[config.mk]
export PLATFORM = sky130hd
export DESIGN_NAME = mmio_tx_responder
export DESIGN_NICKNAME = d
export VERILOG_FILES = /design/src/rtl/mmio_tx_responder_pkg.sv /design/src/rtl/mmio_tx_responder_fifo.sv /design/src/rtl/mmio_tx_responder.sv
export SDC_FILE = /design/constraint.sdc
export NUM_CORES = 1
export LEC_CHECK = 0
export CAP_MARGIN = 10
export CELL_PAD_IN_SITES_DETAIL_PLACEMENT = 1
export CELL_PAD_IN_SITES_GLOBAL_PLACEMENT = 1
export CORE_ASPECT_RATIO = 1.75
export CORE_UTILIZATION = 46
export DETAILED_ROUTE_END_ITERATION = 6
export PLACE_DENSITY = 0.82
export SYNTH_ARGS = -nofsm -noshare
export SYNTH_HDL_FRONTEND = slang
export SYNTH_SLANG_ARGS = --single-unit
export TNS_END_PERCENT = 100
[constraint.sdc]
create_clock -name clock -period 2.7 [get_ports clock]
set_input_delay 0.54 -clock clock [delete_from_list [all_inputs] [get_ports clock]]
set_output_delay 0.54 -clock clock [all_outputs]
set_load 0.05 [all_outputs]
[src/rtl/mmio_tx_responder_pkg.sv]
// Shared constants for the MMIO responder: window offsets, transmitter states
// and the STATUS register layout.
package mmio_pkg;

    localparam logic [1:0] OFF_SW     = 2'd0;
    localparam logic [1:0] OFF_LED    = 2'd1;
    localparam logic [1:0] OFF_TXDATA = 2'd2;
    localparam logic [1:0] OFF_STATUS = 2'd3;

    typedef enum logic [1:0] {
        TX_IDLE  = 2'd0,
        TX_START = 2'd1,
        TX_DATA  = 2'd2,
        TX_STOP  = 2'd3
    } tx_state_e;

    localparam int ST_EMPTY  = 0;
    localparam int ST_FULL   = 1;
    localparam int ST_BUSY   = 2;
    localparam int ST_CNT_LO = 4;
    localparam int ST_OVF    = 7;

    function automatic logic [7:0] status_word(input logic       ovf,
                                               input logic [2:0] cnt,
                                               input logic       busy,
                                               input logic       full,
                                               input logic       empty);
        logic [7:0] s;
        s                        = 8'h00;
        s[ST_OVF]                = ovf;
        s[ST_CNT_LO+2:ST_CNT_LO] = cnt;
        s[ST_BUSY]               = busy;
        s[ST_FULL]               = full;
        s[ST_EMPTY]              = empty;
        return s;
    endfunction

endpackage

[src/rtl/mmio_tx_responder_fifo.sv]
// Byte FIFO feeding the serial transmitter; head entry is visible on rdata_o
// without a pop so the FSM can load it in the same cycle it pops.
module sync_fifo_8bit #(
    parameter int DEPTH = 4
) (
    input  logic                     clock,
    input  logic                     reset,
    input  logic                     push_i,
    input  logic                     pop_i,
    input  logic [7:0]               wdata_i,
    output logic [7:0]               rdata_o,
    output logic                     full_o,
    output logic                     empty_o,
    output logic [$clog2(DEPTH):0]   count_o
);
    localparam int AW = $clog2(DEPTH);
    localparam int CW = AW + 1;

    logic [7:0]    mem_q [DEPTH];
    logic [AW-1:0] wr_ptr_q, rd_ptr_q;
    logic [CW-1:0] count_q;
    logic          do_push, do_pop;

    assign empty_o = (count_q == '0);
    assign full_o  = (count_q == CW'(DEPTH));
    assign count_o = count_q;
    assign rdata_o = mem_q[rd_ptr_q];

    // A pop frees the slot in the same edge, so a push while full is still accepted then.
    assign do_pop  = pop_i & ~empty_o;
    assign do_push = push_i & (~full_o | do_pop);

    always_ff @(posedge clock or posedge reset) begin
        if (reset) begin
            wr_ptr_q <= '0;
            rd_ptr_q <= '0;
            count_q  <= '0;
        end else begin
            if (do_push) wr_ptr_q <= wr_ptr_q + AW'(1);
            if (do_pop)  rd_ptr_q <= rd_ptr_q + AW'(1);
            case ({do_push, do_pop})
                2'b10:   count_q <= count_q + CW'(1);
                2'b01:   count_q <= count_q - CW'(1);
                default: count_q <= count_q;
            endcase
        end
    end

    always_ff @(posedge clock) begin
        if (do_push) mem_q[wr_ptr_q] <= wdata_i;
    end

endmodule

[src/rtl/mmio_tx_responder.sv]
// MMIO responder: switch/LED/TX-data/status window on the processor data port,
// with a FIFO-fed 8N1 serial transmitter.
module mmio_tx_responder
    import mmio_pkg::*;
#(
    parameter logic [7:0] BASE_ADDR  = 8'hFC,
    parameter int         FIFO_DEPTH = 4,
    parameter int         BAUD_DIV   = 16
) (
    input  logic       clock,
    input  logic       reset,
    input  logic       mem_read,
    input  logic       mem_write,
    input  logic [7:0] address,
    input  logic [7:0] wdata,
    output logic [7:0] rdata,
    output logic       rhit,
    input  logic [7:0] sw_in,
    output logic [7:0] led_out,
    output logic       tx_out,
    output logic       tx_busy
);
    localparam int CW = $clog2(FIFO_DEPTH) + 1;
    localparam int BW = $clog2(BAUD_DIV);

    logic          hit;
    logic [1:0]    off;
    logic          wr_led, wr_tx, wr_status, drop;
    logic [7:0]    rd_val;
    logic [7:0]    sw_s1_q, sw_s2_q, led_q, rdata_q;
    logic          rhit_q, ovf_q;

    logic          fifo_pop, fifo_full, fifo_empty;
    logic [7:0]    fifo_rdata;
    logic [CW-1:0] fifo_count;

    tx_state_e     state_q;
    logic [BW-1:0] baud_q;
    logic [2:0]    bit_q;
    logic [7:0]    shift_q;
    logic          tx_q, busy_q, baud_last;

    assign hit       = (address[7:2] == BASE_ADDR[7:2]);
    assign off       = address[1:0];
    assign wr_led    = mem_write & hit & (off == OFF_LED);
    assign wr_tx     = mem_write & hit & (off == OFF_TXDATA);
    assign wr_status = mem_write & hit & (off == OFF_STATUS);
    assign drop      = wr_tx & fifo_full & ~fifo_pop;

    assign rdata   = rdata_q;
    assign rhit    = rhit_q;
    assign led_out = led_q;
    assign tx_out  = tx_q;
    assign tx_busy = busy_q;

    sync_fifo_8bit #(.DEPTH(FIFO_DEPTH)) u_fifo (
        .clock   (clock),
        .reset   (reset),
        .push_i  (wr_tx),
        .pop_i   (fifo_pop),
        .wdata_i (wdata),
        .rdata_o (fifo_rdata),
        .full_o  (fifo_full),
        .empty_o (fifo_empty),
        .count_o (fifo_count)
    );

    // Reads see current register state, so a same-cycle write returns the old value.
    always_comb begin
        rd_val = 8'h00;
        case (off)
            OFF_SW:     rd_val = sw_s2_q;
            OFF_LED:    rd_val = led_q;
            OFF_TXDATA: rd_val = 8'h00;
            OFF_STATUS: rd_val = status_word(ovf_q, 3'(fifo_count), busy_q,
                                             fifo_full, fifo_empty);
            default:    rd_val = 8'h00;
        endcase
    end

    always_ff @(posedge clock or posedge reset) begin
        if (reset) begin
            sw_s1_q <= 8'h00;
            sw_s2_q <= 8'h00;
            led_q   <= 8'h00;
            ovf_q   <= 1'b0;
            rdata_q <= 8'h00;
            rhit_q  <= 1'b0;
        end else begin
            sw_s1_q <= sw_in;
            sw_s2_q <= sw_s1_q;
            if (wr_led) led_q <= wdata;
            if (wr_status)  ovf_q <= 1'b0;
            else if (drop)  ovf_q <= 1'b1;
            rdata_q <= (mem_read & hit) ? rd_val : 8'h00;
            rhit_q  <= mem_read & hit;
        end
    end

    assign baud_last = (baud_q == BW'(BAUD_DIV - 1));
    assign fifo_pop  = ~fifo_empty &
                       ((state_q == TX_IDLE) || ((state_q == TX_STOP) && baud_last));

    always_ff @(posedge clock or posedge reset) begin
        if (reset) begin
            state_q <= TX_IDLE;
            baud_q  <= '0;
            bit_q   <= 3'd0;
            tx_q    <= 1'b1;
            busy_q  <= 1'b0;
        end else begin
            case (state_q)
                TX_IDLE: begin
                    if (!fifo_empty) begin
                        state_q <= TX_START;
                        baud_q  <= '0;
                        tx_q    <= 1'b0;
                        busy_q  <= 1'b1;
                    end
                end
                TX_START: begin
                    if (baud_last) begin
                        baud_q  <= '0;
                        bit_q   <= 3'd0;
                        state_q <= TX_DATA;
                        tx_q    <= shift_q[0];
                    end else begin
                        baud_q <= baud_q + BW'(1);
                    end
                end
                TX_DATA: begin
                    if (baud_last) begin
                        baud_q <= '0;
                        if (bit_q == 3'd7) begin
                            state_q <= TX_STOP;
                            tx_q    <= 1'b1;
                        end else begin
                            bit_q <= bit_q + 3'd1;
                            tx_q  <= shift_q[1];
                        end
                    end else begin
                        baud_q <= baud_q + BW'(1);
                    end
                end
                TX_STOP: begin
                    if (baud_last) begin
                        baud_q <= '0;
                        // Next byte starts without an idle gap when one is queued.
                        if (!fifo_empty) begin
                            state_q <= TX_START;
                            tx_q    <= 1'b0;
                        end else begin
                            state_q <= TX_IDLE;
                            busy_q  <= 1'b0;
                        end
                    end else begin
                        baud_q <= baud_q + BW'(1);
                    end
                end
                default: state_q <= TX_IDLE;
            endcase
        end
    end

    always_ff @(posedge clock) begin
        if (fifo_pop)
            shift_q <= fifo_rdata;
        else if ((state_q == TX_DATA) && baud_last)
            shift_q <= {1'b0, shift_q[7:1]};
    end

endmodule
==> impl_metrics.json <==
{
  "run_status": "complete, no violations",
  "finish.cell_count_without_fillers": 411,
  "ys_warn_count": 0,
  "floorplan.core_area_um2": 8016,
  "finalWirelength_um": 8547,
  "final_layout_size_suffix_gt1_share_pct": 18.38,
  "tritoncts": "yes",
  "clock-skew-final_ps": 7.359,
  "grt_start_max_net_pins": 53,
  "crit_fanout": 6,
  "cp_data_required_time_ps": 2970,
  "first_iter_violations": 101,
  "cts-root-to-sink-buffers": 2,
  "syn-cell-area_um2": 3840,
  "gp_congestion": 0.7716,
  "synth.avg_cell_area_um2": 14.94,
  "cts_max_level": 3,
  "grt_antenna_before_repair": 0,
  "power.ir.vdd_worst_uv": 451.5,
  "clock_sink_count": 92,
  "die_area_um2": 8731,
  "cts_buffers": 9,
  "first_global_vias": 2598,
  "clk_latency_ps": 340,
  "worst-r2r-cell-count": 11,
  "worstPathArrival_ps": 2760,
  "via_count": 2284,
  "worst_hold_slack_ps": 357.9,
  "cpPeakStageDelay_ps": 450,
  "synthFlopType": "sky130_fd_sc_hd__dfrtp_1",
  "io_pins": 47,
  "post-cts-setup-buffers": 0,
  "antenna_cells": 0,
  "max-slew-margin-rel_pct": 62.82,
  "die_w_um": 71.07,
  "dpl_cell_area_um2": 4438,
  "leading_cell_type_in_the_layout_fill_and_taps_excluded": "sky130_fd_sc_hd__dfrtp_1",
  "critical_path.slowest_cell": "sky130_fd_sc_hd__dfrtp_2",
  "grt_util_all_layers_pct": 22.67,
  "worst_slew_pin_slew_ps": 557.6,
  "place_hpwl_um": 6270,
  "critPathTopFamily": "adder cells",
  "postSynthRegisterBits": 92,
  "finalNetCount": 358,
  "core.rowCount": 43,
  "clockRootBuffer": "sky130_fd_sc_hd__clkbuf_16",
  "placed_cells_incl_taps": 395,
  "grt-busiest-layer": "met2",
  "numPortBuffers": 46,
  "final_cell_mix": "50 x sky130_fd_sc_hd__dfrtp_1, 46 x sky130_fd_sc_hd__clkdlybuf4s50_1, 40 x sky130_fd_sc_hd__edfxtp_1",
  "critPathBufInv": 2,
  "grtUsageMet1_pct": 22.97,
  "synth_seq_area_share_pct": 65.20,
  "p_leak_uw": 0.001935,
  "crit_cells": 11,
  "wl_per_cell_um": 20.80,
  "first_pass_iters": 4,
  "final_antenna_net_count": 0,
  "syn-instance-count": 257,
  "post_cts.resized_instances": 0,
  "report.final.setup_viol": 0,
  "synth-async-reset-ratio_pct": 56.52,
  "synth_edf_count": 40,
  "area_growth_syn_to_layout_pct": 23.26,
  "final_cell_area_um2": 4733,
  "grtUsageMet2_pct": 43.81,
  "timing.critical_path.from_type": "flop",
  "power-per-cell-area_nw_per_um2": 888.6,
  "final_min_period_over_clock_period_pct": 92.48,
  "final_hold_viol_count": 0,
  "final_number_of_max_transition_violations": 0,
  "synth.distinct_cells": 43,
  "cp-end-kind": "flop",
  "gr-total-overflow": 0,
  "post_cts_hold_buffer_count": 0,
  "clock_edge_transition_at_the_registers_on_the_reported_setup_and_hold_paths_ps": 60,
  "worst-setup-path-type": "flop to flop",
  "synthesis.nets": 299,
  "rsz_0062_raised_after_global_routing": "false",
  "die-height_um": 122.9,
  "drt-vias-per-instance": 5.557,
  "starting_density_of_the_core_pct": 47.90,
  "grt_pass1_wl_um": 14030,
  "path_cells": "ha_1 -> a41oi_2 -> and3_4 -> nor3b_4 -> inv_1 -> ha_1 -> inv_1 -> fa_1 -> xor2_1 -> nor2_1 -> xor2_1",
  "hold_path_depth": 0,
  "min_period_ps": 2497,
  "drc": 0,
  "cap_violations": 0,
  "achievable-frequency_mhz": 400.5,
  "met3_usage_pct": 5.419,
  "timing.hold.worst.class": "flop to flop"
}
worst paths after layout:
kind	start	endpoint	slack [ps]
worst max register to register	state_q[0]	u_fifo.count_o[2]	200
max in group asynchronous	reset	tx_out	1850
min in group asynchronous	reset	sw_s1_q[4]	570
worst min-delay path	sw_s1_q[1]	sw_s2_q[1]	360
worst max-delay path	state_q[0]	u_fifo.count_o[2]	200
worst min register to register	sw_s1_q[1]	sw_s2_q[1]	360
Yosys cell counts, types with 2 or more instances:
| master | number | area share [%] |
|---|---|---|
| sky130_fd_sc_hd__and2_1 | 6 | 0.98 |
| sky130_fd_sc_hd__and3_1 | 2 | 0.33 |
| sky130_fd_sc_hd__nor3_1 | 4 | 0.52 |
| sky130_fd_sc_hd__mux4_2 | 8 | 4.7 |
| sky130_fd_sc_hd__buf_2 | 3 | 0.39 |
| sky130_fd_sc_hd__a21o_1 | 2 | 0.39 |
| sky130_fd_sc_hd__nor2_1 | 20 | 2.0 |
| sky130_fd_sc_hd__a21oi_1 | 10 | 1.3 |
| sky130_fd_sc_hd__mux2_2 | 15 | 4.4 |
| sky130_fd_sc_hd__clkbuf_1 | 4 | 0.39 |
| sky130_fd_sc_hd__ha_1 | 13 | 4.2 |
| sky130_fd_sc_hd__inv_1 | 11 | 1.1 |
| sky130_fd_sc_hd__dfrtp_1 | 51 | 33 |
| sky130_fd_sc_hd__nand2_1 | 15 | 1.5 |
| sky130_fd_sc_hd__xnor2_1 | 3 | 0.68 |
| sky130_fd_sc_hd__o21ai_0 | 9 | 1.2 |
| sky130_fd_sc_hd__a41oi_1 | 2 | 0.46 |
| sky130_fd_sc_hd__edfxtp_1 | 40 | 31 |
| sky130_fd_sc_hd__mux2i_1 | 10 | 2.6 |
| sky130_fd_sc_hd__xor2_1 | 3 | 0.68 |
| sky130_fd_sc_hd__a22o_2 | 3 | 0.78 |
| sky130_fd_sc_hd__nand3_1 | 2 | 0.26 |
state kept, by name, indices dropped and copies added (netlist names):
| signal | cells |
|---|---|
| state_q | 2 |
| u_fifo.rd_ptr_q | 2 |
| bit_q | 3 |
| sw_s1_q | 8 |
| u_fifo.wr_ptr_q | 2 |
| tx_busy | 1 |
| shift_q | 8 |
| tx_out | 1 |
| ovf_q | 1 |
| rhit | 1 |
| sw_s2_q | 8 |
| u_fifo.count_o | 3 |
| rdata | 8 |
| baud_q | 4 |
| u_fifo.mem_q | 32 |
| led_out | 8 |
power breakdown:
group          switching [µW]  total [µW]  internal, µW  leakage [µW]
Combinational             542        1100           554      0.000785
Clock                     520        1200           682      0.000133
Sequential                219        1910          1690       0.00102
metal layers:
metal  share of wire, %  vias to the layer above  wire length [µm]
li1                   -                     1046                 -
met2                 60                       44              5144
met4                2.0                        0               172
met3                2.7                       11               234
met1                 35                     1183              2996
met5                  0                        -                 0
cells by family (layout without fill, tap and decap cells):
group                      count (synthesis)  in the layout  share of synthesized area, %
xor gates and xnor gates                   6              6                         1.369
buffers and inverters                     20             84                         2.900
DFF                                       92             92                         65.20
AOI/OAI and AO/OA                         33             33                         5.800
adders and majority gates                 14             14                         4.757
and+or+nand+nor                           58             58                         7.983
muxes                                     34             34                         11.99
layout make-up:
class,count,area (µm²)
multi-input combinational,145,1237
fill,749,3283
tap,90,112.6
inverter,11,41.29
timing repair buffer,57,555.5
sequential,92,2505
clock buffer,13,261.5
clock inverter,3,20.02
through the flow:
step | total power, µW | TNS, ps | worst slack [ps] | utilization, %
after floorplan | 2745 | 0 | 411.8 | -
after CTS | 4229 | 0 | 21.48 | 58.87
after global routing | 4418 | 0 | 46.49 | 59.04
after global placement | 2904 | 0 | 130.5 | 55.36
final | 4206 | 0 | 203.2 | 59.04
after detailed placement | 2993 | -20.79 | -20.79 | 55.36
Power figures use the tool's default switching activity.
==> RTL change, RTL diff (same flow settings) <==
The 4 states of `tx_state_e` get a one-hot encoding in 4 bits.
--- a/src/rtl/mmio_tx_responder_pkg.sv
+++ b/src/rtl/mmio_tx_responder_pkg.sv
@@ -8,9 +8,9 @@
     localparam logic [1:0] OFF_STATUS = 2'd3;
 
-    typedef enum logic [1:0] {
-        TX_IDLE  = 2'd0,
-        TX_START = 2'd1,
-        TX_DATA  = 2'd2,
-        TX_STOP  = 2'd3
+    typedef enum logic [3:0] {
+        TX_IDLE  = 4'b0001,
+        TX_START = 4'b0010,
+        TX_DATA  = 4'b0100,
+        TX_STOP  = 4'b1000
     } tx_state_e;
 
Behaviour: same outputs for any inputs over 10 cycles, from zero or initial values and one cycle with reset high; not proved beyond that.
==> RTL change against the unedited design <==
Sequential cell count is 2 higher; hold slack worse by 0.0074 ns; final area is 3.7% higher; largest cell class unchanged; die area is 3.8% higher; utilization is 0.39 points lower; first-iteration DRC count is 11% lower; wire length is 17% higher; setup slack better by 0.0056 ns; power is 0.24% higher; critical path type unchanged; area after synthesis is 3.9% higher.
==> RTL change: results (changes against the unedited design) <==
status = finished, final reports clean (unchanged)
Max-slew headroom = 62.3% (was 62.8%)
asr flop ratio synth = 57.4% (was 56.5%)
vias in the first global route = 2956 (was 2598)
Worst Skew = 0.00739 ns (was 0.00736 ns)
total wire length after detailed routing = 10000 um (was 8550 um)
Inverters = 7 (was 11)
Clock buf/inv share = 5.58% (was 5.95%)
met2 wire len = 5850 um (was 5140 um)
HPWL after detailed placement = 7090 um (was 6270 um)
FFs & Latches = 94 (was 92)
1st-iter DRT viols = 90 (was 101)
Non-clock buffering overhead = 11.5% (was 11.7%)
Routed met3 length = 248 um (was 234 um)
Placer Congestion = 0.768 (was 0.772)
Net Sw Frac = 32.0% (was 30.4%)
Crit Reg-Reg Endpoint = u_fifo.count_o[1] (was u_fifo.count_o[2])
worst reg2reg path depth = 6 (was 11)
multi-input combinational area share = 27.4% (was 26.1%)
Netlist cell types = 53 (was 43)
Overall Global Routing Usage = 24.5% (was 22.7%)
# clk buffers = 11 (was 13)
layout cells sized above 1 = 18.6% (was 18.4%)
slowest CP cell = a2111o_1 (was dfrtp_2)
Fill cells = 841 (was 749)
sequential share of the synthesized area = 64.0% (was 65.2%)
largest net degree at the start of global routing = 55 (was 53)
CP Data Arrival Time = 2.72 ns (was 2.76 ns)
Clock power frac = 28.2% (was 28.6%)
Layout Nets = 381 (was 358)
Area after DPL = 4630 sq um (was 4440 sq um)
placed cell count = 449 (was 395)
CP peak stage delay = 0.50 ns (was 0.45 ns)
met1 wire length = 3540 um (was 3000 um)
post-synthesis cell area = 3990 sq um (was 3840 sq um)
static leakage = 1.96 nW (was 1.94 nW)
WL/cell = 21.5 um (was 20.8 um)
multi-input gates = 175 (was 145)
first-pass GRT wire length = 16000 um (was 14000 um)
top post-synthesis cells by area = dfrtp_1 33%, edfxtp_1 30%, mux4_2 4.5% (was dfrtp_1 33%, edfxtp_1 31%, mux4_2 4.7%)
Register Area = 2550 sq um (was 2500 sq um)
internal power = 2.87 mW (was 2.93 mW)
Vias = 2600 (was 2284)
==> RTL change: cell types whose count changed after synthesis, sizes merged, moves of 3 or more <==
cell | before | now
mux2 | 16 | 13
nor2 | 20 | 16
inv | 11 | 6
buf | 4 | 7
ha | 13 | 7
mux2i | 10 | 3
nand2 | 15 | 38
nor2b | 0 | 3
a22oi | 0 | 12
nor3 | 4 | 9
o21ai | 9 | 12
==> RTL change: logic make-up after synthesis <==
logic type,count (synthesis),synth area share [%]
adders and majority gates,8,2.70
DFF,94,64.0
buffers and inverters,20,2.23
xor gates and xnor gates,6,1.32
muxes,24,8.94
and+or+nand+nor,86,11.7
AOI/OAI and AO/OA,51,9.12
==> RTL change: metal layers <==
metal,vias to the layer above,GRT usage [%]
met5,-,0
met4,0,13.3
met3,27,4.27
met2,55,44.7
met1,1347,25.7
li1,1171,-
==> RTL change: stage by stage <==
step,utilization (%),setup WS [ns]
finish,58.7,0.209
global route,58.7,0.134
CTS,58.7,0.236
detailed placement,55.4,0.131
global placement,55.4,0.194
floorplan,-,0.564
==> RTL change: how the worst min path moves through the flow <==
stage / slack, ns / to / startpoint / cells after the start
after floorplan: 0.33 / sw_s2_q[0] / sw_s1_q[0] / 0
after global placement: 0.33 / sw_s2_q[6] / sw_s1_q[6] / 0
after detailed placement: 0.34 / sw_s2_q[6] / sw_s1_q[6] / 0
after CTS: 0.35 / sw_s2_q[0] / sw_s1_q[0] / 0
after global routing: 0.36 / sw_s2_q[3] / sw_s1_q[3] / 0
final: 0.35 / sw_s2_q[0] / sw_s1_q[0] / 0
==> RTL change: worst reg2reg max path, cell delays in order, from the launching register on <==
cell and delay [ns]:
dfrtp_1 0.44, ha_1 0.30, nand4b_1 0.28, a2111o_1 0.51
nor2_1 0.19, fa_1 0.46, a22o_1 0.22
